$ cat config.mk
export PLATFORM = sky130hd
export DESIGN_NAME = delay_sequencer
export DESIGN_NICKNAME = d
export VERILOG_FILES = /design/src/rtl/delay_sequencer.sv
export SDC_FILE = /design/constraint.sdc
export NUM_CORES = 1
export LEC_CHECK = 0
export ABC_CLOCK_PERIOD_IN_PS = 1900
export CORE_MARGIN = 8
export CORE_UTILIZATION = 40
export CTS_CLUSTER_DIAMETER = 60
export DETAILED_ROUTE_END_ITERATION = 10
export PLACE_DENSITY = 0.66
export RECOVER_POWER = 25
export SLEW_MARGIN = 20
export SYNTH_ARGS = -nofsm -noshare
export SYNTH_HDL_FRONTEND = slang
export SYNTH_SLANG_ARGS = --single-unit
$ cat constraint.sdc
create_clock -name clk_2K -period 1.9 [get_ports clk_2K]
set_input_delay 0.285 -clock clk_2K [delete_from_list [all_inputs] [get_ports clk_2K]]
set_output_delay 0.285 -clock clk_2K [all_outputs]
set_load 0.05 [all_outputs]
$ cat src/rtl/delay_sequencer.sv
// -----------------------------------------------------------------------------
// delay_sequencer
//
// Paces the BlackJack game FSM in whole periods of the external 2 kHz period
// counter. A request asks for N periods. The sequencer enables the counter,
// waits for its two-second flag, clears it for one cycle between periods, and
// after the last period raises a one-cycle done pulse. An abort cancels the wait
// without a done pulse. Busy and remaining-period status are provided for
// display pacing.
//
// Parameters
//   COUNT_WIDTH   width of the attached counter; one period = 2**COUNT_WIDTH cycles
//   PERIOD_WIDTH  width of the period request and remaining-period status
//
// Ports
//   clk_2K        in   1             2 kHz clock
//   i_Reset       in   1             synchronous reset, active-low
//   i_Req         in   1             start request (level), sampled only when idle
//   i_Periods     in   PERIOD_WIDTH  number of periods to wait, latched on acceptance
//   i_Abort       in   1             cancel the wait in progress, no done pulse
//   i_TwoSec      in   1             counter flag: current period complete
//   o_ActCounter  out  1             counter enable
//   o_RstCounter  out  1             counter clear (the counter gives it priority)
//   o_Busy        out  1             waiting (running or between periods)
//   o_Done        out  1             one-cycle pulse after the last period
//   o_Remaining   out  PERIOD_WIDTH  periods still to elapse; 0 when idle
// -----------------------------------------------------------------------------
module delay_sequencer #(
   parameter int COUNT_WIDTH  = 12,
   parameter int PERIOD_WIDTH = 4
) (
   input  logic                    clk_2K,
   input  logic                    i_Reset,
   input  logic                    i_Req,
   input  logic [PERIOD_WIDTH-1:0] i_Periods,
   input  logic                    i_Abort,
   input  logic                    i_TwoSec,
   output logic                    o_ActCounter,
   output logic                    o_RstCounter,
   output logic                    o_Busy,
   output logic                    o_Done,
   output logic [PERIOD_WIDTH-1:0] o_Remaining
);

   // The period length lives entirely in the attached counter; the width is
   // only checked here so a misconfigured instance fails at elaboration.
   if (COUNT_WIDTH < 1 || PERIOD_WIDTH < 1) begin : g_bad_width
      $error("delay_sequencer: COUNT_WIDTH and PERIOD_WIDTH must be at least 1");
   end

   typedef enum logic [1:0] {
      S_IDLE = 2'd0,
      S_RUN  = 2'd1,
      S_WRAP = 2'd2,
      S_DONE = 2'd3
   } state_t;

   state_t                  state, state_nxt;
   logic [PERIOD_WIDTH-1:0] target, target_nxt;
   logic [PERIOD_WIDTH-1:0] elapsed, elapsed_nxt;

   always_ff @(posedge clk_2K) begin
      if (!i_Reset) begin
         state   <= S_IDLE;
         target  <= '0;
         elapsed <= '0;
      end else begin
         state   <= state_nxt;
         target  <= target_nxt;
         elapsed <= elapsed_nxt;
      end
   end

   always_comb begin
      state_nxt   = state;
      target_nxt  = target;
      elapsed_nxt = elapsed;
      case (state)
         S_IDLE: begin
            if (i_Req) begin
               // Latched even for a zero-length wait so remaining reads 0 in DONE.
               target_nxt  = i_Periods;
               elapsed_nxt = '0;
               state_nxt   = (i_Periods == '0) ? S_DONE : S_RUN;
            end
         end
         S_RUN: begin
            // Abort outranks a period completing in the same cycle.
            if (i_Abort) begin
               state_nxt = S_IDLE;
            end else if (i_TwoSec) begin
               elapsed_nxt = elapsed + 1'b1;
               // >= rather than == so a corrupted count still terminates.
               state_nxt   = (elapsed_nxt >= target) ? S_DONE : S_WRAP;
            end
         end
         S_WRAP: begin
            state_nxt = i_Abort ? S_IDLE : S_RUN;
         end
         S_DONE: begin
            state_nxt = S_IDLE;
         end
         default: begin
            state_nxt = S_IDLE;
         end
      endcase
   end

   // Outputs decode the registered state. They are also forced to their idle
   // values while reset is held, so the counter is cleared and no done pulse
   // can escape during the reset cycles themselves.
   logic in_run, in_wrap, in_done;

   assign in_run  = i_Reset && (state == S_RUN);
   assign in_wrap = i_Reset && (state == S_WRAP);
   assign in_done = i_Reset && (state == S_DONE);

   assign o_ActCounter = in_run | in_wrap;
   assign o_RstCounter = ~in_run;
   assign o_Busy       = in_run | in_wrap;
   assign o_Done       = in_done;
   assign o_Remaining  = (in_run | in_wrap | in_done) ? (target - elapsed) : '0;

endmodule

# ---- Word level (Yosys, flattened, before mapping)
# Cells that the tools add are included.
# W data, S select, Z words.
dict set report totals {
  reg_bits 10
  latchBits 0
  ramBits 0
  rom_bits 0
  input_bits 9
  out_inout_bits 8
  word_cells 37
  memories 0
}
dict set report classes {
  addsub 2
  multipliers 0
  div_mod_pow 0
  magnitude_cmp 1
  n_eq_ne 7
  shift 0
  mux 12
  bitwise 3
  reduce_logical 9
}
# cell n
set ops {}
lappend ops {{$mux W4} 4}
lappend ops {{$mux W2} 4}
lappend ops {{$pmux W2 S4} 1}
lappend ops {{$pmux W4 S2} 1}
lappend ops {{$ne A2 B2 Y1 const B} 3}
lappend ops {{$add A4 B1 Y4 const B} 1}
lappend ops {{$eq A2 B2 Y1 const B} 2}
lappend ops {{$ge A4 B4 Y1} 1}
lappend ops {{$logic_not A4 Y1} 1}
lappend ops {{$reduce_and A2 Y1} 2}
lappend ops {{$reduce_and A4 Y1} 1}
lappend ops {{$sub A4 B4 Y4} 1}
lappend ops {{$logic_and A1 B1 Y1} 3}
lappend ops {{$ne A3 B3 Y1 const B} 1}
lappend ops {{$eq A2 B1 Y1 const B} 1}
lappend ops {{$logic_not A2 Y1} 1}
lappend ops {{$mux W1} 2}
lappend ops {{$or A1 B1 Y1} 2}
lappend ops {{$reduce_bool A2 Y1} 1}
lappend ops {{$not A1 Y1} 1}

# ---- Depth between registers and ports, before layout
dict set report logic_depth {
  word_depth 6
  mapped_depth 7
}

# ---- Least setup slack after synthesis
# OpenSTA, ideal clock, no wires.
dict set report synth_path {
  path_kind {reg2out}
  from {register elapsed[1]}
  to {output o_Remaining[3]}
  t_arrival_ns 2.261
  required_time_ns 1.615
  slack_ns -0.646
  stages_incl_launch_ff 7
  cell_sequence {dfxtp_1 > inv_1 > ha_1 > nor2b_1 > o21a_1 > o21ai_0 > nor3b_1}
}
dict set report synth_between {
  elab_chain_len 2
}
# item line
set synth_rtl {}
lappend synth_rtl {{start: declaration} 60} ;# logic [PERIOD_WIDTH-1:0] elapsed, elapsed_nxt;
lappend synth_rtl {{start signal: assignment} 70} ;# elapsed <= elapsed_nxt;
lappend synth_rtl {{$sub A4 B4 Y4} 122} ;# assign o_Remaining = (in_run | in_wrap | in_done) ? (target - elapsed) : '0;
lappend synth_rtl {{$mux W4} 122}
lappend synth_rtl {{end: declaration} 42} ;# output logic [PERIOD_WIDTH-1:0] o_Remaining
# No other way between the ends.

# ---- Worst setup path after layout
dict set report layout_path {
  from {register target[1]}
  to {output o_Remaining[3]}
}
dict set report layout_between {
  elab_chain_len 2
}
# item line
set layout_rtl {}
lappend layout_rtl {{start: declaration} 59} ;# logic [PERIOD_WIDTH-1:0] target, target_nxt;
lappend layout_rtl {{start signal: assignment} 69} ;# target <= target_nxt;
lappend layout_rtl {{$sub A4 B4 Y4} 122}
lappend layout_rtl {{$mux W4} 122}
# No other way between the ends.

==> results.md <==
* Status: finished with violations
* Failing checks: negative setup slack
* Achievable frequency at 510.0 MHz
* Number of buffers and inverters on the critical path at 1
* Detailed Routing Iterations Pass 1 at 4
* Min setup slack post-route at -0.06067 ns
* Distinct cells, synth at 30
* First-pass GRT wire length at 3.215 mm
* Critical hold path startpoint: target[3]$_SDFFE_PN0P_
* Sw frac at 0.3086
* Maximum clock path buffer count at 2
* Routed length on met2 at 955 um
* Clock network power share at 0.334
* Critical path, cell by cell: ha_4 > nor2b_1 > o21a_1 > o21ai_1 > nor3b_4 > buf_12
* Power per Cell Area at 514.9 nW/um2
* Hold_ws at 0.5234 ns
* Synth area leaders: dfxtp_1 (26%), ha_1 (13%), nand2_1 (6.0%)
* Die height at 59.47 um
* #FFs+latches synth at 10
* Slowest cell on crit path: dfxtp_2
* CTS tree: done
* Critical path class: flop to output port
* RSZ-0062 raised after global routing: true
* Crit-path max FO at 3
* Antenna violations before repair at 0
* GPL Wtd Cong at 0.7601
* Post-DP HPWL at 1.468 mm
* Die footprint at 3536 um2
* Mapped Cells at 95
* Starting density of the core at 0.4330
* NetSw at 0.1883 mW
* Row count at 15
* Commonest cells after routing, fill and taps aside: nand2_1 (12), buf_4 (8), inv_1 (7), clkdlybuf4s50_1 (7), buf_12 (7)
* Worst-Skew Late Latency at 0.28 ns
* Skew final at 0.001487 ns
* Share of cells above drive strength 1 at 0.3559
* Initial detailed-routing violation count at 22
* R2R Path Start: elapsed[1]$_SDFFE_PN0P_
* Vias in the first global route at 712
* Syn avg cell area at 7.955 um2
* Overflow after GRT at 0
* Fin crit period at 1.961 ns
* Vias at 738
* RR Endpoint: state[0]$_SDFFE_PN0P_
* Max cap viols at 0
* Synthesized net count at 113
* Worst path top cell family by delay: simple AND/OR/NAND/NOR gates
* Crit path required time at 1.62 ns
* Hold Path Sink: target[3]$_SDFFE_PN0P_
* WL met3 at 108 um
* VDD IR max at 380.2 uV
* Max_slew headroom at 0.7957
* Sink Count at 10
* Root Buffer: clkbuf_4
* Tot Pwr at 0.6101 mW
* CP Data Arrival Time at 1.68 ns
* Final setup viols at 1
* Fin nets at 137
* Slew Viols, Final at 0
* IO Pins at 17
* Fin. Hold Viols at 0
* DRC Markers at 0
* Hold path depth at 2
* Synth-to-layout area growth at 56.79%
* Routed Antenna Nets at 0
* Drt via density at 5.161
* Top routing layer in use: met4
* Drt wl/cell at 13.34 um
* Mapped Area at 755.7 um2
* Crit. End Element: output port
* Logic pwr share at 0.289
* Final period util at 1.032
* CTS Buf Count at 3
* Post-synth EDFFs at 0
* Reg-to-reg setup timing slack at 0.11 ns
* Reg clk slew, reported paths at 0.07 ns
* Hold Path Class: flop to flop
* Core Area at 1745 um2
* Ys Warns at 0
* Internal power at 0.4219 mW
* Die Width at 59.47 um
* P_leak at 0.4538 nW
* Register area share after synthesis at 0.2649
* Largest net degree at the start of global routing at 12
* M1 WL at 808 um
* Input/output buffers at 16
* Gr usage total at 0.1203
* Most common cell after layout, fill and taps aside: nand2_1
* Seq pwr share at 0.377
* Worst-Margin Slew at 0.3037 ns
* FFs w/ async S/R, synth at 0
* R2R depth at 7
* CTS H-tree depth at 1
* Critical path launch point type: flop
* Count of antenna diodes in the layout at 0
* Main synth FF type: dfxtp_1
* Worst path max stage delay at 0.35 ns
* Yosys top cell area share at 0.2649
* Area leader, netlist: dfxtp_1
* Routed wire length at 1.908 mm
-- per-stage QoR --
stage	util	worst slack, ns	instance area, um2	instances	TNS, ns
final	0.6789	-0.06067	1185	143	-0.06067
after global routing	0.6789	-0.1547	1185	143	-0.2009
after CTS	0.6559	-0.1174	1145	142	-0.1174
after detailed placement	0.5971	0.04530	1042	136	0
after global placement	0.5971	0.1305	1042	136	0
after floorplan	-	-0.004687	775.7	95	-0.004687
-- flip-flops by register name, summed over array words and instances (netlist names) --
register,cells
elapsed,4
target,4
state,2
-- final cells by class --
class / instances / area (um2)
clock buffer: 4 / 36.28
timing repair buffer: 23 / 280.3
sequential: 10 / 211.5
tap: 25 / 31.28
multi-input combinational: 72 / 591.8
fill: 141 / 560.5
inverter: 9 / 33.78
-- Yosys cell counts, drive strengths merged, types with 2 or more instances --
library cell / count
nand2: 12
dfxtp: 10
inv: 9
ha: 8
o21ai: 8
nor2: 7
a21boi: 5
nand2b: 5
a21oi: 4
buf: 4
o22ai: 4
xor2: 3
nor2b: 2
-- metal layers --
metal	up-vias	GRT usage
met4	0	0.06143
met3	5	0.04338
met2	20	0.2003
li1	367	-
met5	-	0
met1	346	0.1297
-- cell families (layout without fill, tap and decap cells) --
group	count (synthesis)	in the layout	share of synthesized area
adders and majority gates	9	9	0.1589
buffers and inverters	13	36	0.07450
and+or+nand+nor	33	33	0.2417
AOI/OAI and AO/OA	26	26	0.2136
DFF	10	10	0.2649
xor gates and xnor gates	4	4	0.04637
-- timing repair --
action / 4_1_cts / 5_1_grt
resized for setup: 16 / 6
hold buffers: 0 / 0
setup buffers: 2 / 1
setup endpoints to repair: 3 / 3
cloned: 0 / 0
pin swaps: 4 / 5
-- worst max-delay path by stage --
stage / startpoint / end / slack (ns) / cells after the start
finish: target[1]$_SDFFE_PN0P_ / o_Remaining[3] / -0.06 / 6
floorplan: elapsed[1]$_SDFFE_PN0P_ / o_Remaining[3] / -0.005 / 6
global route: target[1]$_SDFFE_PN0P_ / o_Remaining[3] / -0.15 / 6
CTS: elapsed[1]$_SDFFE_PN0P_ / o_Remaining[3] / -0.12 / 7
detailed placement: elapsed[1]$_SDFFE_PN0P_ / o_Remaining[3] / 0.05 / 7
global placement: elapsed[1]$_SDFFE_PN0P_ / o_Remaining[3] / 0.13 / 7
-- power groups by stage --
stage	clock network (mW)	registers, mW	logic [mW]
floorplan	0	0.229	0.104
global placement	0	0.236	0.158
detailed placement	0	0.236	0.162
CTS	0.202	0.231	0.174
global route	0.216	0.232	0.193
finish	0.204	0.230	0.176
-- worst min-delay path, delay by kind of cell (launching register included) --
family,cells,cell delay (ns)
AOI/OAI and AO/OA,2,0.14
DFF,1,0.34
No activity file was read; power rests on OpenSTA's default activity.
==> RTL edit: new RTL, same settings <==
The 4 states of `state_t` get a one-hot encoding in 4 bits.
--- a/src/rtl/delay_sequencer.sv
+++ b/src/rtl/delay_sequencer.sv
@@ -48,11 +48,11 @@
       $error("delay_sequencer: COUNT_WIDTH and PERIOD_WIDTH must be at least 1");
    end
 
-   typedef enum logic [1:0] {
-      S_IDLE = 2'd0,
-      S_RUN  = 2'd1,
-      S_WRAP = 2'd2,
-      S_DONE = 2'd3
+   typedef enum logic [3:0] {
+      S_IDLE = 4'b0001,
+      S_RUN  = 4'b0010,
+      S_WRAP = 4'b0100,
+      S_DONE = 4'b1000
    } state_t;
 
    state_t                  state, state_nxt;
Function: same outputs for any inputs over 10 cycles, from zero or initial values and one cycle with i_Reset low; not proved beyond that.
==> RTL edit against the original RTL <==
The run still ends with setup timing left; sequential cell count increased by 2; power grew 3.8%; sequential share of layout area increased by 0.93 points; area after synthesis rose by 16%; critical path depth is 1 higher; combinational power decreased by 16%; setup slack lost 61 ps; synthesized cell count increased by 9.5%; wire length rose by 18%; final cell count grew 13%; final area increased by 14%; critical path type unchanged; critical endpoint unchanged; largest cell class unchanged; largest power group unchanged.
==> RTL edit: results (changes against the original RTL) <==
status finished, violations left (unchanged); failing checks setup timing (unchanged); via count 831 (was 738); Final TNS setup -258 ps (was -60.7 ps); post-CTS setup buffer count 3 (was 2); FFs & Latches 12 (was 10); WL/cell 13.9 um (was 13.3 um); GRT Total Usage 11.5% (was 12.0%); first-pass GRT wire length 3750 um (was 3220 um); Setup Skew 5.92 ps (was 1.49 ps); Post-Syn Instances 104 (was 95); crit path max fanout 2 (was 3); Logic inverters 8 (was 9); largest net degree at the start of global routing 10 (was 12); Worst path top cell family by delay flip-flops (was simple AND/OR/NAND/NOR gates); Final setup viols 3 (was 1); initial DRC count 10 (was 22); die width 62.9 um (was 59.5 um); Area after DPL 1210 um^2 (was 1040 um^2); crit path launch elapsed[1] (was target[1]); final worst setup slack -121 ps (was -60.7 ps); Multi-input comb cells 81 (was 72); signal buffers share of area 25.3% (was 23.7%); multi-input combinational cell area 653 um^2 (was 592 um^2); Resized cells post-CTS 15 (was 16); synthesis-to-layout area growth 54.0% (was 56.8%); worst r2r path cells 8 (was 7); largest registers elapsed (4), state (4), target (4) (was elapsed (4), target (4), state (2)); largest vdd supply drop 0.000341 V (was 0.000380 V); Hold Crit Start elapsed[2] (was target[3]); vias in the first global route 889 (was 712); sequential-to-total area share from yosys stat 27.4% (was 26.5%); dpl ws 20.8 ps (was 45.3 ps); GPL Wtd Cong 0.839 (was 0.760); Worst-path clk slew 90 ps (was 70 ps)
[RTL edit: cell families (layout without fill, tap and decap cells)]
logic type,count (synthesis),count (layout),share of synthesized area (%)
AND/OR/NAND/NOR,48,48,32.9
AO/OA/AOI/OAI,20,20,16.1
flip-flops,12,12,27.4
buffers and inverters,11,41,5.98
adder cells (fa/ha/maj),9,9,13.7
XOR/XNOR,4,4,3.99
[RTL edit: metal layers]
| metal | share of wire [%] | global-route usage (%) | vias up |
|---|---|---|---|
| met5 | 0 | 0 | - |
| met4 | 1.9 | 5.13 | 0 |
| met3 | 3.6 | 3.58 | 6 |
| met2 | 54 | 21.9 | 15 |
| met1 | 41 | 10.9 | 384 |
| li1 | - | - | 426 |
[RTL edit: power breakdown]
group	switching, mW	internal, mW	leakage [nW]
combinational	0.0694	0.0791	0.380
sequential	0.0120	0.259	0.102
clock	0.0969	0.116	0.0210
total	0.178	0.455	0.503
